<file path="src/rtl/tx_msg_loader_if.sv">
// Signal bundle between tx_msg_loader and its surroundings: the outgoing message stream,
// the endpoint peripheral bus and the per-message status pulses.
interface tx_msg_loader_if #(
  parameter int unsigned NUM_MSGS = 4
) ();
  localparam int unsigned SlotW = (NUM_MSGS > 1) ? $clog2(NUM_MSGS) : 1;

  // Message stream
  logic                in_valid;
  logic                in_ready;
  logic [31:0]         in_data;
  logic                in_last;
  logic [NUM_MSGS-1:0] slot_busy;

  // Peripheral bus
  logic [31:0]         bus_addr;
  logic                bus_wen;
  logic                bus_ren;
  logic [31:0]         bus_wdata;
  logic [3:0]          bus_strobe;
  logic [31:0]         bus_rdata;
  logic                bus_error;
  logic                bus_request_stall;

  // Status
  logic                msg_done;
  logic                msg_err;
  logic [SlotW-1:0]    cur_slot;

  // Loader side
  modport master (
    input  in_valid, in_data, in_last, slot_busy,
    input  bus_rdata, bus_error, bus_request_stall,
    output in_ready,
    output bus_addr, bus_wen, bus_ren, bus_wdata, bus_strobe,
    output msg_done, msg_err, cur_slot
  );

  // Stream source / endpoint side
  modport slave (
    output in_valid, in_data, in_last, slot_busy,
    output bus_rdata, bus_error, bus_request_stall,
    input  in_ready,
    input  bus_addr, bus_wen, bus_ren, bus_wdata, bus_strobe,
    input  msg_done, msg_err, cur_slot
  );
endinterface

</file>
<file path="src/rtl/tx_msg_loader.sv">
// Streams an outgoing message into a round-robin TX cache slot, then programs the slot's
// packet start pointer and writes the slot index to the endpoint's send register.
module tx_msg_loader #(
  parameter int unsigned NUM_MSGS            = 4,
  parameter int unsigned SLOT_WORDS          = 32,
  parameter logic [31:0] TX_SEND_ADDR        = 32'h1004,
  parameter logic [31:0] TX_CACHE_START_ADDR = 32'h2000
) (
  input  logic            clk,
  input  logic            n_rst,
  tx_msg_loader_if.master bus
);

  localparam int unsigned SlotW     = (NUM_MSGS > 1) ? $clog2(NUM_MSGS) : 1;
  localparam int unsigned CntW      = $clog2(SLOT_WORDS + 1);
  localparam logic [31:0] SlotWords = 32'(SLOT_WORDS);

  typedef enum logic [2:0] {
    StIdle,
    StLoad,
    StPtr,
    StTrig,
    StDrain
  } state_e;

  state_e           r_state;
  state_e           w_state_nxt;
  logic [CntW-1:0]  r_cnt;
  logic [CntW-1:0]  w_cnt_nxt;
  logic [SlotW-1:0] r_cur_slot;
  logic [SlotW-1:0] w_slot_nxt;
  logic             r_msg_done;
  logic             w_done_nxt;
  logic             r_msg_err;
  logic             w_err_nxt;

  logic             w_wen;
  logic             w_ready;
  logic [31:0]      w_addr;
  logic [31:0]      w_wdata;

  logic [31:0]      w_slot_word;
  logic [31:0]      w_load_addr;
  logic             w_accept;
  logic             w_complete;
  logic             w_unused_rdata;

  // First cache word of the current slot, in words.
  assign w_slot_word = 32'(r_cur_slot) * SlotWords;
  assign w_load_addr = TX_CACHE_START_ADDR + ((w_slot_word + 32'(r_cnt)) << 2);

  // In LOAD a word is accepted exactly when its bus write completes.
  assign w_accept   = bus.in_valid & ~bus.bus_request_stall;
  assign w_complete = ~bus.bus_request_stall;

  always_comb begin
    w_state_nxt = r_state;
    w_cnt_nxt   = r_cnt;
    w_slot_nxt  = r_cur_slot;
    w_done_nxt  = 1'b0;
    w_err_nxt   = 1'b0;
    w_wen       = 1'b0;
    w_ready     = 1'b0;
    w_addr      = '0;
    w_wdata     = '0;

    unique case (r_state)
      StIdle: begin
        if (bus.in_valid && !bus.slot_busy[r_cur_slot]) begin
          w_state_nxt = StLoad;
        end
      end

      StLoad: begin
        w_wen   = bus.in_valid;
        w_addr  = w_load_addr;
        w_wdata = bus.in_data;
        w_ready = ~bus.bus_request_stall;
        if (w_accept) begin
          w_cnt_nxt = r_cnt + CntW'(1);
          if (bus.bus_error) begin
            w_err_nxt = 1'b1;
            // A failed final word leaves nothing to drain.
            if (bus.in_last) begin
              w_cnt_nxt   = '0;
              w_state_nxt = StIdle;
            end else begin
              w_state_nxt = StDrain;
            end
          end else if (bus.in_last) begin
            w_state_nxt = StPtr;
          end else if (r_cnt == CntW'(SLOT_WORDS - 1)) begin
            w_err_nxt   = 1'b1;
            w_state_nxt = StDrain;
          end
        end
      end

      StPtr: begin
        w_wen   = 1'b1;
        w_addr  = 32'(r_cur_slot) << 2;
        w_wdata = w_slot_word << 2;
        if (w_complete) begin
          if (bus.bus_error) begin
            w_err_nxt   = 1'b1;
            w_cnt_nxt   = '0;
            w_state_nxt = StIdle;
          end else begin
            w_state_nxt = StTrig;
          end
        end
      end

      StTrig: begin
        w_wen   = 1'b1;
        w_addr  = TX_SEND_ADDR;
        w_wdata = 32'(r_cur_slot);
        if (w_complete) begin
          w_cnt_nxt   = '0;
          w_state_nxt = StIdle;
          if (bus.bus_error) begin
            w_err_nxt = 1'b1;
          end else begin
            w_done_nxt = 1'b1;
            w_slot_nxt = (r_cur_slot == SlotW'(NUM_MSGS - 1)) ? '0 : r_cur_slot + SlotW'(1);
          end
        end
      end

      StDrain: begin
        w_ready = 1'b1;
        if (bus.in_valid && bus.in_last) begin
          w_cnt_nxt   = '0;
          w_state_nxt = StIdle;
        end
      end

      default: begin
        w_state_nxt = StIdle;
      end
    endcase
  end

  always_ff @(posedge clk) begin
    if (n_rst) begin
      r_state    <= StIdle;
      r_cnt      <= '0;
      r_cur_slot <= '0;
      r_msg_done <= 1'b0;
      r_msg_err  <= 1'b0;
    end else begin
      r_state    <= w_state_nxt;
      r_cnt      <= w_cnt_nxt;
      r_cur_slot <= w_slot_nxt;
      r_msg_done <= w_done_nxt;
      r_msg_err  <= w_err_nxt;
    end
  end

  // Reset silences the bus and the stream immediately, even mid-message.
  assign bus.bus_wen    = w_wen & ~n_rst;
  assign bus.in_ready   = w_ready & ~n_rst;
  assign bus.bus_addr   = n_rst ? '0 : w_addr;
  assign bus.bus_wdata  = n_rst ? '0 : w_wdata;
  assign bus.bus_ren    = 1'b0;
  assign bus.bus_strobe = 4'hF;
  assign bus.msg_done   = r_msg_done;
  assign bus.msg_err    = r_msg_err;
  assign bus.cur_slot   = r_cur_slot;

  assign w_unused_rdata = ^bus.bus_rdata;

  done_err_exclusive_a : assert property (@(posedge clk) disable iff (n_rst)
    !(r_msg_done && r_msg_err));

endmodule
</file>
<file path="src/flat_wrapper.sv">
// flat-port wrapper written by rule: the top's interface ports become plain ports
module tx_msg_loader_flat 
#(
  parameter int unsigned NUM_MSGS            = 4,
  parameter int unsigned SLOT_WORDS          = 32,
  parameter logic [31:0] TX_SEND_ADDR        = 32'h1004,
  parameter logic [31:0] TX_CACHE_START_ADDR = 32'h2000
)
  (clk, n_rst, bus_in_valid, bus_in_data, bus_in_last, bus_slot_busy, bus_bus_rdata, bus_bus_error, bus_bus_request_stall, bus_in_ready, bus_bus_addr, bus_bus_wen, bus_bus_ren, bus_bus_wdata, bus_bus_strobe, bus_msg_done, bus_msg_err, bus_cur_slot);
  tx_msg_loader_if #(.NUM_MSGS(NUM_MSGS)) bus_i ();
  input  logic clk;
  input  logic n_rst;
  input wire logic [$bits(bus_i.in_valid)-1:0] bus_in_valid;
  input wire logic [$bits(bus_i.in_data)-1:0] bus_in_data;
  input wire logic [$bits(bus_i.in_last)-1:0] bus_in_last;
  input wire logic [$bits(bus_i.slot_busy)-1:0] bus_slot_busy;
  input wire logic [$bits(bus_i.bus_rdata)-1:0] bus_bus_rdata;
  input wire logic [$bits(bus_i.bus_error)-1:0] bus_bus_error;
  input wire logic [$bits(bus_i.bus_request_stall)-1:0] bus_bus_request_stall;
  output wire logic [$bits(bus_i.in_ready)-1:0] bus_in_ready;
  output wire logic [$bits(bus_i.bus_addr)-1:0] bus_bus_addr;
  output wire logic [$bits(bus_i.bus_wen)-1:0] bus_bus_wen;
  output wire logic [$bits(bus_i.bus_ren)-1:0] bus_bus_ren;
  output wire logic [$bits(bus_i.bus_wdata)-1:0] bus_bus_wdata;
  output wire logic [$bits(bus_i.bus_strobe)-1:0] bus_bus_strobe;
  output wire logic [$bits(bus_i.msg_done)-1:0] bus_msg_done;
  output wire logic [$bits(bus_i.msg_err)-1:0] bus_msg_err;
  output wire logic [$bits(bus_i.cur_slot)-1:0] bus_cur_slot;
  assign bus_i.in_valid = bus_in_valid;
  assign bus_i.in_data = bus_in_data;
  assign bus_i.in_last = bus_in_last;
  assign bus_i.slot_busy = bus_slot_busy;
  assign bus_i.bus_rdata = bus_bus_rdata;
  assign bus_i.bus_error = bus_bus_error;
  assign bus_i.bus_request_stall = bus_bus_request_stall;
  assign bus_in_ready = bus_i.in_ready;
  assign bus_bus_addr = bus_i.bus_addr;
  assign bus_bus_wen = bus_i.bus_wen;
  assign bus_bus_ren = bus_i.bus_ren;
  assign bus_bus_wdata = bus_i.bus_wdata;
  assign bus_bus_strobe = bus_i.bus_strobe;
  assign bus_msg_done = bus_i.msg_done;
  assign bus_msg_err = bus_i.msg_err;
  assign bus_cur_slot = bus_i.cur_slot;
  tx_msg_loader #(.NUM_MSGS(NUM_MSGS), .SLOT_WORDS(SLOT_WORDS), .TX_SEND_ADDR(TX_SEND_ADDR), .TX_CACHE_START_ADDR(TX_CACHE_START_ADDR)) u_core (.clk(clk), .n_rst(n_rst), .bus(bus_i));
endmodule
</file>
<file path="config.mk">
export PLATFORM = sky130hd
export DESIGN_NAME = tx_msg_loader_flat
export DESIGN_NICKNAME = d
export VERILOG_FILES = /design/src/rtl/tx_msg_loader_if.sv /design/src/rtl/tx_msg_loader.sv /design/src/flat_wrapper.sv
export SDC_FILE = /design/constraint.sdc
export NUM_CORES = 1
export LEC_CHECK = 0
export ABC_CLOCK_PERIOD_IN_PS = 3100
export CAP_MARGIN = 10
export CORE_MARGIN = 1.5
export CORE_UTILIZATION = 32
export CTS_CLUSTER_SIZE = 12
export DETAILED_ROUTE_END_ITERATION = 12
export GPL_TIMING_DRIVEN = 0
export HOLD_SLACK_MARGIN = 0.08
export PLACE_DENSITY = 0.85
export SLEW_MARGIN = 20
export SYNTH_ARGS = -nofsm -noshare
export SYNTH_HDL_FRONTEND = slang
export SYNTH_SLANG_ARGS = --single-unit
</file>
<file path="constraint.sdc">
create_clock -name clk -period 3.1 [get_ports clk]
set_input_delay 0.465 -clock clk [delete_from_list [all_inputs] [get_ports clk]]
set_output_delay 0.465 -clock clk [all_outputs]
set_load 0.01 [all_outputs]
</file>
==> results.md <==
| Parameter | This run | Unit |
| --- | --- | --- |
| Peak supply drop | 106.6 | uV |
| Clock-pin slew on the worst setup and hold paths | 60 | ps |
| F_max | 343.1 | MHz |
| Largest fanout on the critical path | 10 | - |
| Rel. slew slack | 0.5835 | - |
| Number of vias in the routed layout | 1711 | - |
| Number of global-route vias before repair | 1575 | - |
| Tmin final | 2915 | ps |
| Pin count of the biggest net entering global routing | 11 | - |
| Proportion of synthesized chip area in sequential cells | 0.1813 | - |
| Unrepaired setup endpoints after global routing | no | - |
| DRT Wirelength | 4391 | um |
| Hold Crit Depth | 2 | - |
| Start-to-end type of the worst setup path | reg2out | - |
| Max Buffers Root-to-Sink | 2 | - |
| Leading area contributor after synthesis | dfxtp_1 | - |
| Critical path required time | 2630 | ps |
| Total number of yosys warnings | 0 | - |
| Height of the die | 69.97 | um |
| Routability-driven placement congestion ratio | 0.8047 | - |
| Overall power | 0.5027 | mW |
| Leak Pwr | 1.023 | nW |
| Sort of element at the start of the critical path | flip-flop | - |
| DIE WIDTH | 69.97 | um |
| Count of clock tree sinks | 13 | - |
| Global-route wire length before repair | 6969 | um |
| Number of enable-type register cells in the synthesized netlist | 0 | - |
| Leading post-synthesis cells by cell area | dfxtp_1 (18%), buf_4 (15%), and2_1 (14%) | - |
| Final hold vios | 0 | - |
| Root cell of the clock tree | clkbuf_8 | - |
| Clock Latency Late Sink | 250 | ps |
| Leading cell types by count after synthesis | and2_1 (32), buf_4 (28), dfxtp_1 (13), nor2_1 (12), a21oi_1 (11) | - |
| Antenna violations before repair | 0 | - |
| Yosys cell types | 50 | - |
| CTS buffer count | 3 | - |
| Layout Nets | 389 | - |
| Proportion of layout cells with a drive suffix above 1 | 0.1581 | - |
| H-tree depth | 1 | - |
| Transition at the pin with the smallest max-transition slack | 621.9 | ps |
| Worst EP arrival | 2450 | ps |
| Die area | 4896 | um^2 |
| Pwr/cell area | 200.6 | nW/um^2 |
| Core area | 4324 | um^2 |
| CP endpoint kind | output port | - |
| I/O pin count | 149 | - |
| Total of flip-flops plus latches after synthesis | 13 | - |
| Layout Area Growth over Synthesis | 74.63 | % |
| Most frequently used cell type in the post-synthesis netlist | and2_1 | - |
| Diode insertion count for antenna repair | 0 | - |
| Total DRC errors in the routed layout | 0 | - |
| Share of Yosys cell area claimed by the top area cell type | 0.1813 | - |
| Number of buffers inserted by port buffering | 86 | - |
| R2r worst-path depth | 5 | - |
| Final period util | 0.9402 | - |
| Path category of the worst min-delay check | reg2reg | - |
| Number of standard-cell rows in the floorplan | 24 | - |
| Vias per cell | 4.727 | - |
| Most instantiated flip-flop cell in the synthesis netlist | dfxtp_1 | - |
| Outcome | complete, no violations | - |
| Overflow left after global routing | 0 | - |
| Remaining antenna violation count | 0 | - |
| Proportion of synthesized flip-flops having asynchronous set or reset | 0 | - |
| Overall Global Routing Usage | 0.1700 | - |
| Gate Count Post-Synth | 195 | - |
| Number of iterations in the first detailed-routing pass | 4 | - |
| TritonCTS clock tree | done | - |
| Final setup violation count | 0 | - |
| Max-Cap Viols | 0 | - |
| Skew final | 6.950 | ps |
| Effective utilization at floorplan | 0.3319 | - |
| Post-synthesis average cell area | 7.360 | um^2 |
| Post-synthesis instance area | 1435 | um^2 |
| Sum of negative setup slack | 0 | ps |
| DPL Wire Length | 3621 | um |
| Count of hold buffers inserted by post-cts repair | 0 | - |
| Routed wire length per instance | 12.13 | um |
| Violation count after the first detailed-routing iteration | 99 | - |
| Final slew viol count | 0 | - |
## cells by family (layout without fill, tap and decap cells)
family / after synthesis / count (layout) / share of synthesized area
AO/OA/AOI/OAI: 38 / 38 / 0.1813
adder cells (fa/ha/maj): 4 / 4 / 0.03487
buffers and inverters: 46 / 136 / 0.2031
flip-flops: 13 / 13 / 0.1813
multiplexers: 4 / 4 / 0.02877
other: 2 / 27 / 0.005233
AND/OR/NAND/NOR: 88 / 88 / 0.3653
## worst paths after layout
kind / start / endpoint / slack (ps)
worst min-delay path: u_core.r_cnt[2]$_SDFFE_PP0P_ / u_core.r_cnt[2]$_SDFFE_PP0P_ / 520
worst min register to register: u_core.r_cnt[2]$_SDFFE_PP0P_ / u_core.r_cnt[2]$_SDFFE_PP0P_ / 520
worst max-delay path: u_core.r_state[2]$_SDFFE_PP0P_ / bus_bus_addr[4] / 190
worst max register to register: u_core.r_state[2]$_SDFFE_PP0P_ / u_core.r_cnt[2]$_SDFFE_PP0P_ / 1310
## what timing repair did
item,in CTS,in global routing
setup endpoints to repair,0,4
buffers inserted,0,0
endpoints found under the hold margin,0,0
resized for setup,0,1
## stage by stage
stage	area [um^2]	utilization	std cells	hold slack (ps)	setup WS, ps
6_report	2506	0.5796	362	522.5	185.3
5_1_grt	2506	0.5796	362	549.8	51.45
4_1_cts	2501	0.5784	362	521.7	136.5
3_5_place_dp	2455	0.5677	358	514.9	270.3
3_3_place_gp	2455	0.5677	358	504.9	314.2
2_1_floorplan	1529	-	220	479.1	1031
## state kept, by name, indices dropped and copies added, names as in the netlist
name                 count
u_core.bus.cur_slot      2
u_core.bus.msg_done      1
u_core.bus.msg_err       1
u_core.r_cnt             6
u_core.r_state           3
## routing by layer
metal	global-route usage	part of all wire	vias to the layer above
li1	-	-	851
met1	0.1922	0.38	776
met2	0.3164	0.53	82
met3	0.04906	0.092	2
met4	0.03205	0.0041	0
met5	0	0	-
## final cells by class
cell class	count	area, um^2
timing repair buffer	86	860.8
multi-input combinational	161	982.2
buffer	40	269.0
tap	52	65.06
fill	399	1818
clock inverter	1	5.005
sequential	13	260.3
clock buffer	3	41.29
inverter	6	22.52
## report_power, final
group | total [mW] | switching [mW] | internal (mW) | leakage [nW]
Clock | 0.156 | 0.0671 | 0.0890 | 0.0255
Sequential | 0.170 | 0.00136 | 0.169 | 0.105
Combinational | 0.176 | 0.0730 | 0.103 | 0.893
Total | 0.503 | 0.142 | 0.361 | 1.02
## critical path, stage by stage, from the launching register on
cell             delay [ps]
dfxtp_1                 300
buf_4                   160
nand2b_1                170
or2_2                   270
clkbuf_1                220
nor2_4                  190
buf_2                   210
and2_1                  150
clkdlybuf4s50_1         540
## placed cells by master, fill, tap and decap left out, types with 4 or more instances in the layout
master,n
dfxtp_1,13
nand2_1,9
ha_1,4
clkbuf_1,6
clkdlybuf4s50_1,86
nand2b_1,6
buf_4,28
o21ai_0,6
inv_1,5
a211oi_1,4
nor2_1,12
and2_1,32
nand3_1,4
nor3_1,4
conb_1,27
a21oi_1,11
Note: power is estimated with default switching activity, not from simulation.
